===== src/rtl/fnn_pkg.sv =====
// Shared types and defaults for the neuron datapath blocks.
package fnn_pkg;

  localparam int unsigned DATA_WIDTH = 16;

  // Sequencer pass state.
  typedef enum logic [1:0] {
    IDLE,
    FETCH,
    DRAIN,
    DONE
  } seq_state_t;

endpackage


===== src/rtl/neuron_weight_sequencer_if.sv =====
// Activation input stream and MAC-side output stream of the weight sequencer.
interface neuron_weight_sequencer_if #(
  parameter int unsigned DataWidth = fnn_pkg::DATA_WIDTH
);

  logic                 in_valid;
  logic                 in_ready;
  logic [DataWidth-1:0] in_data;

  logic                 out_valid;
  logic                 out_ready;
  logic [DataWidth-1:0] out_weight;
  logic [DataWidth-1:0] out_act;
  logic                 out_first;
  logic                 out_last;

  // Sequencer side.
  modport slave (
    input  in_valid, in_data, out_ready,
    output in_ready, out_valid, out_weight, out_act, out_first, out_last
  );

  // Activation producer / MAC consumer side.
  modport master (
    output in_valid, in_data, out_ready,
    input  in_ready, out_valid, out_weight, out_act, out_first, out_last
  );

endinterface


===== src/rtl/neuron_weight_sequencer.sv =====
// Walks one neuron's weight memory, pairing each weight with an incoming activation, and
// gates configuration writes to the memory while no pass is running.
module neuron_weight_sequencer
  import fnn_pkg::*;
#(
  parameter int unsigned NumWeight = 30,
  parameter int unsigned DataWidth = DATA_WIDTH,
  parameter int unsigned AddrWidth = $clog2(NumWeight)
) (
  input  logic                 clk,
  input  logic                 rst_n,
  input  logic                 start,
  output logic                 busy,
  output logic                 done,
  neuron_weight_sequencer_if.slave bus,
  output logic                 mem_ren,
  output logic [AddrWidth-1:0] mem_radd,
  input  logic [DataWidth-1:0] mem_rdata,
  output logic                 mem_wen,
  output logic [AddrWidth-1:0] mem_wadd,
  output logic [DataWidth-1:0] mem_win,
  input  logic                 cfg_wen,
  input  logic [AddrWidth-1:0] cfg_addr,
  input  logic [DataWidth-1:0] cfg_data,
  output logic                 cfg_ready
);

  localparam logic [AddrWidth-1:0] LastIdx = AddrWidth'(NumWeight - 1);

  seq_state_t           state_q, state_d;
  logic [AddrWidth-1:0] cnt_q, cnt_d;
  logic                 pair_valid_q, pair_valid_d;
  logic [DataWidth-1:0] act_q, act_d;
  logic                 first_q, first_d;
  logic                 last_q, last_d;
  logic                 accept;
  logic                 at_last;

  // A new pair may enter only when the stage is empty or draining this cycle.
  assign bus.in_ready = (state_q == FETCH) && (!pair_valid_q || bus.out_ready);
  assign accept       = bus.in_valid && bus.in_ready;
  assign at_last      = (cnt_q == LastIdx);

  // Memory reads only on accept, so the registered read data holds through MAC stalls.
  assign mem_ren  = accept;
  assign mem_radd = cnt_q;

  assign bus.out_valid  = pair_valid_q;
  assign bus.out_weight = mem_rdata;
  assign bus.out_act    = act_q;
  assign bus.out_first  = first_q;
  assign bus.out_last   = last_q;

  assign busy      = (state_q != IDLE);
  assign done      = (state_q == DONE);
  assign cfg_ready = (state_q == IDLE);

  // Config writes pass straight through, dropped outside IDLE.
  assign mem_wen  = cfg_wen && cfg_ready;
  assign mem_wadd = cfg_addr;
  assign mem_win  = cfg_data;

  // Next-state: pair stage, beat counter and pass FSM.
  always_comb begin
    state_d      = state_q;
    cnt_d        = cnt_q;
    pair_valid_d = pair_valid_q;
    act_d        = act_q;
    first_d      = first_q;
    last_d       = last_q;

    if (accept) begin
      act_d        = bus.in_data;
      pair_valid_d = 1'b1;
      first_d      = (cnt_q == '0);
      last_d       = at_last;
      // Saturate so no address past the last weight is ever presented.
      if (!at_last) begin
        cnt_d = cnt_q + 1'b1;
      end
    end else if (bus.out_ready) begin
      pair_valid_d = 1'b0;
    end

    unique case (state_q)
      IDLE: begin
        if (start) begin
          state_d = FETCH;
          cnt_d   = '0;
        end
      end
      FETCH: begin
        if (accept && at_last) begin
          state_d = DRAIN;
        end
      end
      DRAIN: begin
        if (!pair_valid_q || bus.out_ready) begin
          state_d = DONE;
        end
      end
      DONE: begin
        state_d = IDLE;
      end
      default: begin
        state_d = IDLE;
      end
    endcase
  end

  // State registers with synchronous active-low reset.
  always_ff @(posedge clk) begin
    if (!rst_n) begin
      state_q      <= IDLE;
      cnt_q        <= '0;
      pair_valid_q <= 1'b0;
      act_q        <= '0;
      first_q      <= 1'b0;
      last_q       <= 1'b0;
    end else begin
      state_q      <= state_d;
      cnt_q        <= cnt_d;
      pair_valid_q <= pair_valid_d;
      act_q        <= act_d;
      first_q      <= first_d;
      last_q       <= last_d;
    end
  end

endmodule


===== src/flat_wrapper.sv =====
// flat-port wrapper written by rule: the top's interface ports become plain ports
module neuron_weight_sequencer_flat import fnn_pkg::*;
#(
  parameter int unsigned NumWeight = 30,
  parameter int unsigned DataWidth = DATA_WIDTH,
  parameter int unsigned AddrWidth = $clog2(NumWeight)
)
  (clk, rst_n, start, busy, done, mem_ren, mem_radd, mem_rdata, mem_wen, mem_wadd, mem_win, cfg_wen, cfg_addr, cfg_data, cfg_ready, bus_in_valid, bus_in_data, bus_out_ready, bus_in_ready, bus_out_valid, bus_out_weight, bus_out_act, bus_out_first, bus_out_last);
  neuron_weight_sequencer_if #(.DataWidth(DataWidth)) bus_i ();
  input  logic clk;
  input  logic rst_n;
  input  logic start;
  output logic busy;
  output logic done;
  output logic mem_ren;
  output logic [AddrWidth-1:0] mem_radd;
  input  logic [DataWidth-1:0] mem_rdata;
  output logic mem_wen;
  output logic [AddrWidth-1:0] mem_wadd;
  output logic [DataWidth-1:0] mem_win;
  input  logic cfg_wen;
  input  logic [AddrWidth-1:0] cfg_addr;
  input  logic [DataWidth-1:0] cfg_data;
  output logic cfg_ready;
  input wire logic [$bits(bus_i.in_valid)-1:0] bus_in_valid;
  input wire logic [$bits(bus_i.in_data)-1:0] bus_in_data;
  input wire logic [$bits(bus_i.out_ready)-1:0] bus_out_ready;
  output wire logic [$bits(bus_i.in_ready)-1:0] bus_in_ready;
  output wire logic [$bits(bus_i.out_valid)-1:0] bus_out_valid;
  output wire logic [$bits(bus_i.out_weight)-1:0] bus_out_weight;
  output wire logic [$bits(bus_i.out_act)-1:0] bus_out_act;
  output wire logic [$bits(bus_i.out_first)-1:0] bus_out_first;
  output wire logic [$bits(bus_i.out_last)-1:0] bus_out_last;
  assign bus_i.in_valid = bus_in_valid;
  assign bus_i.in_data = bus_in_data;
  assign bus_i.out_ready = bus_out_ready;
  assign bus_in_ready = bus_i.in_ready;
  assign bus_out_valid = bus_i.out_valid;
  assign bus_out_weight = bus_i.out_weight;
  assign bus_out_act = bus_i.out_act;
  assign bus_out_first = bus_i.out_first;
  assign bus_out_last = bus_i.out_last;
  neuron_weight_sequencer #(.NumWeight(NumWeight), .DataWidth(DataWidth), .AddrWidth(AddrWidth)) u_core (.clk(clk), .rst_n(rst_n), .start(start), .busy(busy), .done(done), .bus(bus_i), .mem_ren(mem_ren), .mem_radd(mem_radd), .mem_rdata(mem_rdata), .mem_wen(mem_wen), .mem_wadd(mem_wadd), .mem_win(mem_win), .cfg_wen(cfg_wen), .cfg_addr(cfg_addr), .cfg_data(cfg_data), .cfg_ready(cfg_ready));
endmodule

===== config.mk =====
export PLATFORM = sky130hd
export DESIGN_NAME = neuron_weight_sequencer_flat
export DESIGN_NICKNAME = d
export VERILOG_FILES = /design/src/rtl/fnn_pkg.sv /design/src/rtl/neuron_weight_sequencer_if.sv /design/src/rtl/neuron_weight_sequencer.sv /design/src/flat_wrapper.sv
export SDC_FILE = /design/constraint.sdc
export NUM_CORES = 1
export LEC_CHECK = 0
export ABC_AREA = 1
export CAP_MARGIN = 25
export CORE_MARGIN = 2
export CORE_UTILIZATION = 23
export CTS_CLUSTER_SIZE = 40
export DETAILED_ROUTE_END_ITERATION = 8
export PLACE_DENSITY = 0.58
export SLEW_MARGIN = 15
export SYNTH_ARGS = -nofsm -noshare
export SYNTH_HDL_FRONTEND = slang
export SYNTH_SLANG_ARGS = --single-unit

===== constraint.sdc =====
create_clock -name clk -period 3.95 [get_ports clk]
set_input_delay 0.79 -clock clk [delete_from_list [all_inputs] [get_ports clk]]
set_output_delay 0.79 -clock clk [all_outputs]
set_load 0.02 [all_outputs]

==> reports/results.env <==
LAYOUT_WORST_PATH_CYCLE_SHARE=0.738
MAXSLEWHEADROOM=0.648
CRITICAL_PATH.SLOWEST_CELL='clkdlybuf4s50_1'
POWER.TOTAL_uW=948
P_LEAK_uW=0.000737
PATH_DEPTH=6
SYNTH.FF_LATCH_COUNT=26
GRT_FIRST_PASS_WIRELENGTH_UM=5190
NETLIST_CELL_TYPES=23
SYNTHESIS.NETS=261
NFILLCELLS=689
SYNTH_FF_TYPE='dfxtp_1'
GRT_OVERFLOW=0
ROUTE.FINAL.WIRE_LENGTH_UM=3200
PATH_CELLS='clkdlybuf4s50_1, inv_1, nand2_2, nand3_4, inv_4, clkdlybuf4s50_1'
PLACEMENT.SETUP.WORST_SLACK_PS=1030
SEQUENTIAL_FRACTION_OF_THE_SYNTHESIS_AREA=0.350
CTS-ROOT-TO-SINK-BUFFERS=2
CLOCK_POWER_SHARE=0.236
FINAL_MAX_SLEW_VIOL_COUNT=0
PLACEMENTROWS=29
GP_CONGESTION=0.784
ROUTEDWLPERCELL_UM=11.2
GRT_MAX_DEGREE=26
TRITONCTS_NUM_SINKS=26
DRV.MAX_CAP_VIOLATION_COUNT=0
DESIGN.CORE.AREA_SQ_MM=0.00631
WORST_SUPPLY_VOLTAGE_DROP_ON_VDD_V=0.000179
SYNTH-EDFF-COUNT=0
DPL.HPWL_UM=2360
FLOORPLAN.INITIALDENSITY=0.236
MOST-COMMON-LAYOUT-CELLS='clkdlybuf4s50_1 (51), nand2_1 (47), dfxtp_1 (26)'
FLOORPLAN.DIE.WIDTH_UM=84.4
TRITONCTS='built'
CTS_REPAIR_RESIZE_COUNT=0
DIE-AREA_SQ_MM=0.00713
LAYOUT_MIN_CYCLE_TIME_PS=2910
YOSYS_WARNINGS=0
GRT_ANTENNA_BEFORE_REPAIR=0
NUMBER_OF_SETUP_BUFFERS_ADDED_AFTER_CTS=0
GRT_PASS1_VIAS=1072
DESIGN.PORTCOUNT=126
DRT_PRE_ANTENNA_ITERS=4
TIMING.FINAL.WS_SETUP_PS=1040
STATUS='finished, final reports clean'
TIMING.CRITICAL_PATH.TO_TYPE='output pin'
TIMING.HOLD.WORST.CLASS='register to register'
DRTANTENNAVIOLNETS=0
WORST_PATH_DOMINANT_CELL_FAMILY='buffers and inverters'
WORST-SETUP-PATH-TYPE='input pin to output pin'
WORST-R2R-CELL-COUNT=7
SYN_AREA_PER_CELL_SQ_UM=7.63
PLACEMENT.IO_BUFFERS=51
SYN_TO_FINAL_GROWTH_PCT=24.6
LAYOUT.CELLS.MOST_COMMON='clkdlybuf4s50_1'
NET-SWITCHING-POWER_uW=331
FINALCLOCKSKEW_PS=2.04
RSZ0062_AT_GRT='no'
FINALSETUPVIOLATIONS=0
ROUTED_VIA_DENSITY=4.00
HOLD_VIOLATIONS=0
DATA_ARRIVAL_CRITICAL_PATH_PS=2120
START_KIND='input pin'
POST-ROUTE-DRC-COUNT=0
CTS_INSERTED_BUFFERS=3
COMB_POWER_SHARE=0.418
DRTITER0DRC=32
TIMING.CRITICAL_PATH.MODE_CELL='clkdlybuf4s50_1'
WORST_PIN_SLEW_PS=525
SYNTHARSTFLOPSHARE=0
CTS.HOLD.BUFFERS_ADDED=0
MIN_PATH_CELLS=2
ROOT_BUFFER='clkbuf_8'
SETUP_TNS_PS=0
TIMING.CRITICAL_PATH.BUF_INV=4
CELL_INTERNAL_PWR_uW=617
FINISH.NET_COUNT=277
WORSTPATHMAXFANOUT=2
DRIVE_ABOVE_1_SHARE=0.0667
CLK_PIN_SLEW_PS=100
GRT_USAGE=0.0876
POST_SYNTH_INSTANCE_AREA_SQ_MM=0.00149
DIE_H_UM=84.4
POST_SYNTH_INST_COUNT=195
FMAX_MHz=343
CP_SLOWEST_STAGE_DELAY_PS=590
ANTENNA-DIODE-COUNT=0
HTREEDEPTH=1
NETSWITCHINGFRACTION=0.349
DETAILROUTE.VIA_COUNT=1147
HOLD_SLACK_PS=472
POWER-PER-CELL-AREA_mW_PER_MM2=512
SEQPWRFRAC=0.346
REQUIRED_PS=3160
CLK-INSERTION-DELAY-LATE_PS=270
through the flow:
step | area, sq um | util | cells
after floorplan | 1490 | - | 195
after global placement | 1780 | 0.282 | 283
after detailed placement | 1780 | 0.282 | 283
after CTS | 1850 | 0.294 | 287
after global routing | 1850 | 0.294 | 287
final | 1850 | 0.294 | 287
sequential cells by signal, indices dropped and copies added, names as in the netlist:
name,count
u_core.bus.out_last,1
u_core.bus.out_act,16
u_core.state_q,2
u_core.bus.out_valid,1
u_core.bus.out_first,1
u_core.mem_radd,5
cell type report:
type                    instances  area (sq um)  area share
flip-flops and latches         26           520       0.281
inverters                      20          77.6      0.0419
repair buffers                 53           526       0.284
clock buffers                   3          41.3      0.0223
multi-input cells             107           562       0.303
well taps                      77          96.3      0.0520
clock inverters                 1          30.0      0.0162
worst min-delay path, stage by stage (launching register included):
cell and delay [ps]:
dfxtp_1 320, nand2_1 60, a21oi_1 50
synth_stat cells (3+ instances only):
cell      n  area (sq um)
buf_4    37           278
nor2_1   11          41.3
nor3_1    3          15.0
buf_6     4          45.0
dfxtp_1  26           521
nand2_1  47           176
a21oi_1  21           105
ha_1      7          87.6
nand3_1   5          25.0
o21ai_0   4          20.0
inv_1    16          60.1
final timing paths:
path | start | to | slack (ps)
worst max-delay path | bus_out_ready | mem_ren | 1040
worst min-delay path | u_core.bus.out_act[13]$_SDFFE_PN0N_ | u_core.bus.out_act[13]$_SDFFE_PN0N_ | 470
worst max register to register | u_core.state_q[1]$_SDFFE_PN0P_ | u_core.mem_radd[0]$_SDFF_PN0_ | 2460
worst min register to register | u_core.bus.out_act[13]$_SDFFE_PN0N_ | u_core.bus.out_act[13]$_SDFFE_PN0N_ | 470
power by group through the flow:
stage / clock network, uW / logic [uW] / registers [uW]
3_3_place_gp: 0 / 398 / 334
5_1_grt: 242 / 434 / 335
3_5_place_dp: 0 / 403 / 335
2_1_floorplan: 0 / 268 / 368
6_report: 224 / 396 / 328
4_1_cts: 233 / 404 / 329
per-layer routing:
| metal | vias up | global-route usage | wire, um |
|---|---|---|---|
| li1 | 603 | - | - |
| met1 | 503 | 0.111 | 1470 |
| met2 | 39 | 0.141 | 1410 |
| met3 | 2 | 0.0364 | 303 |
| met4 | 0 | 0.0173 | 15 |
| met5 | - | 0 | 0 |
logic make-up after synthesis:
group                      count (synthesis)  share of synthesized area
DFF                                       26                      0.350
xor gates and xnor gates                   2                     0.0118
adders and majority gates                  7                     0.0589
and+or+nand+nor                           70                      0.201
buffers and inverters                     62                      0.272
AOI/OAI and AO/OA                         28                      0.106
Power figures use the tool's default switching activity.
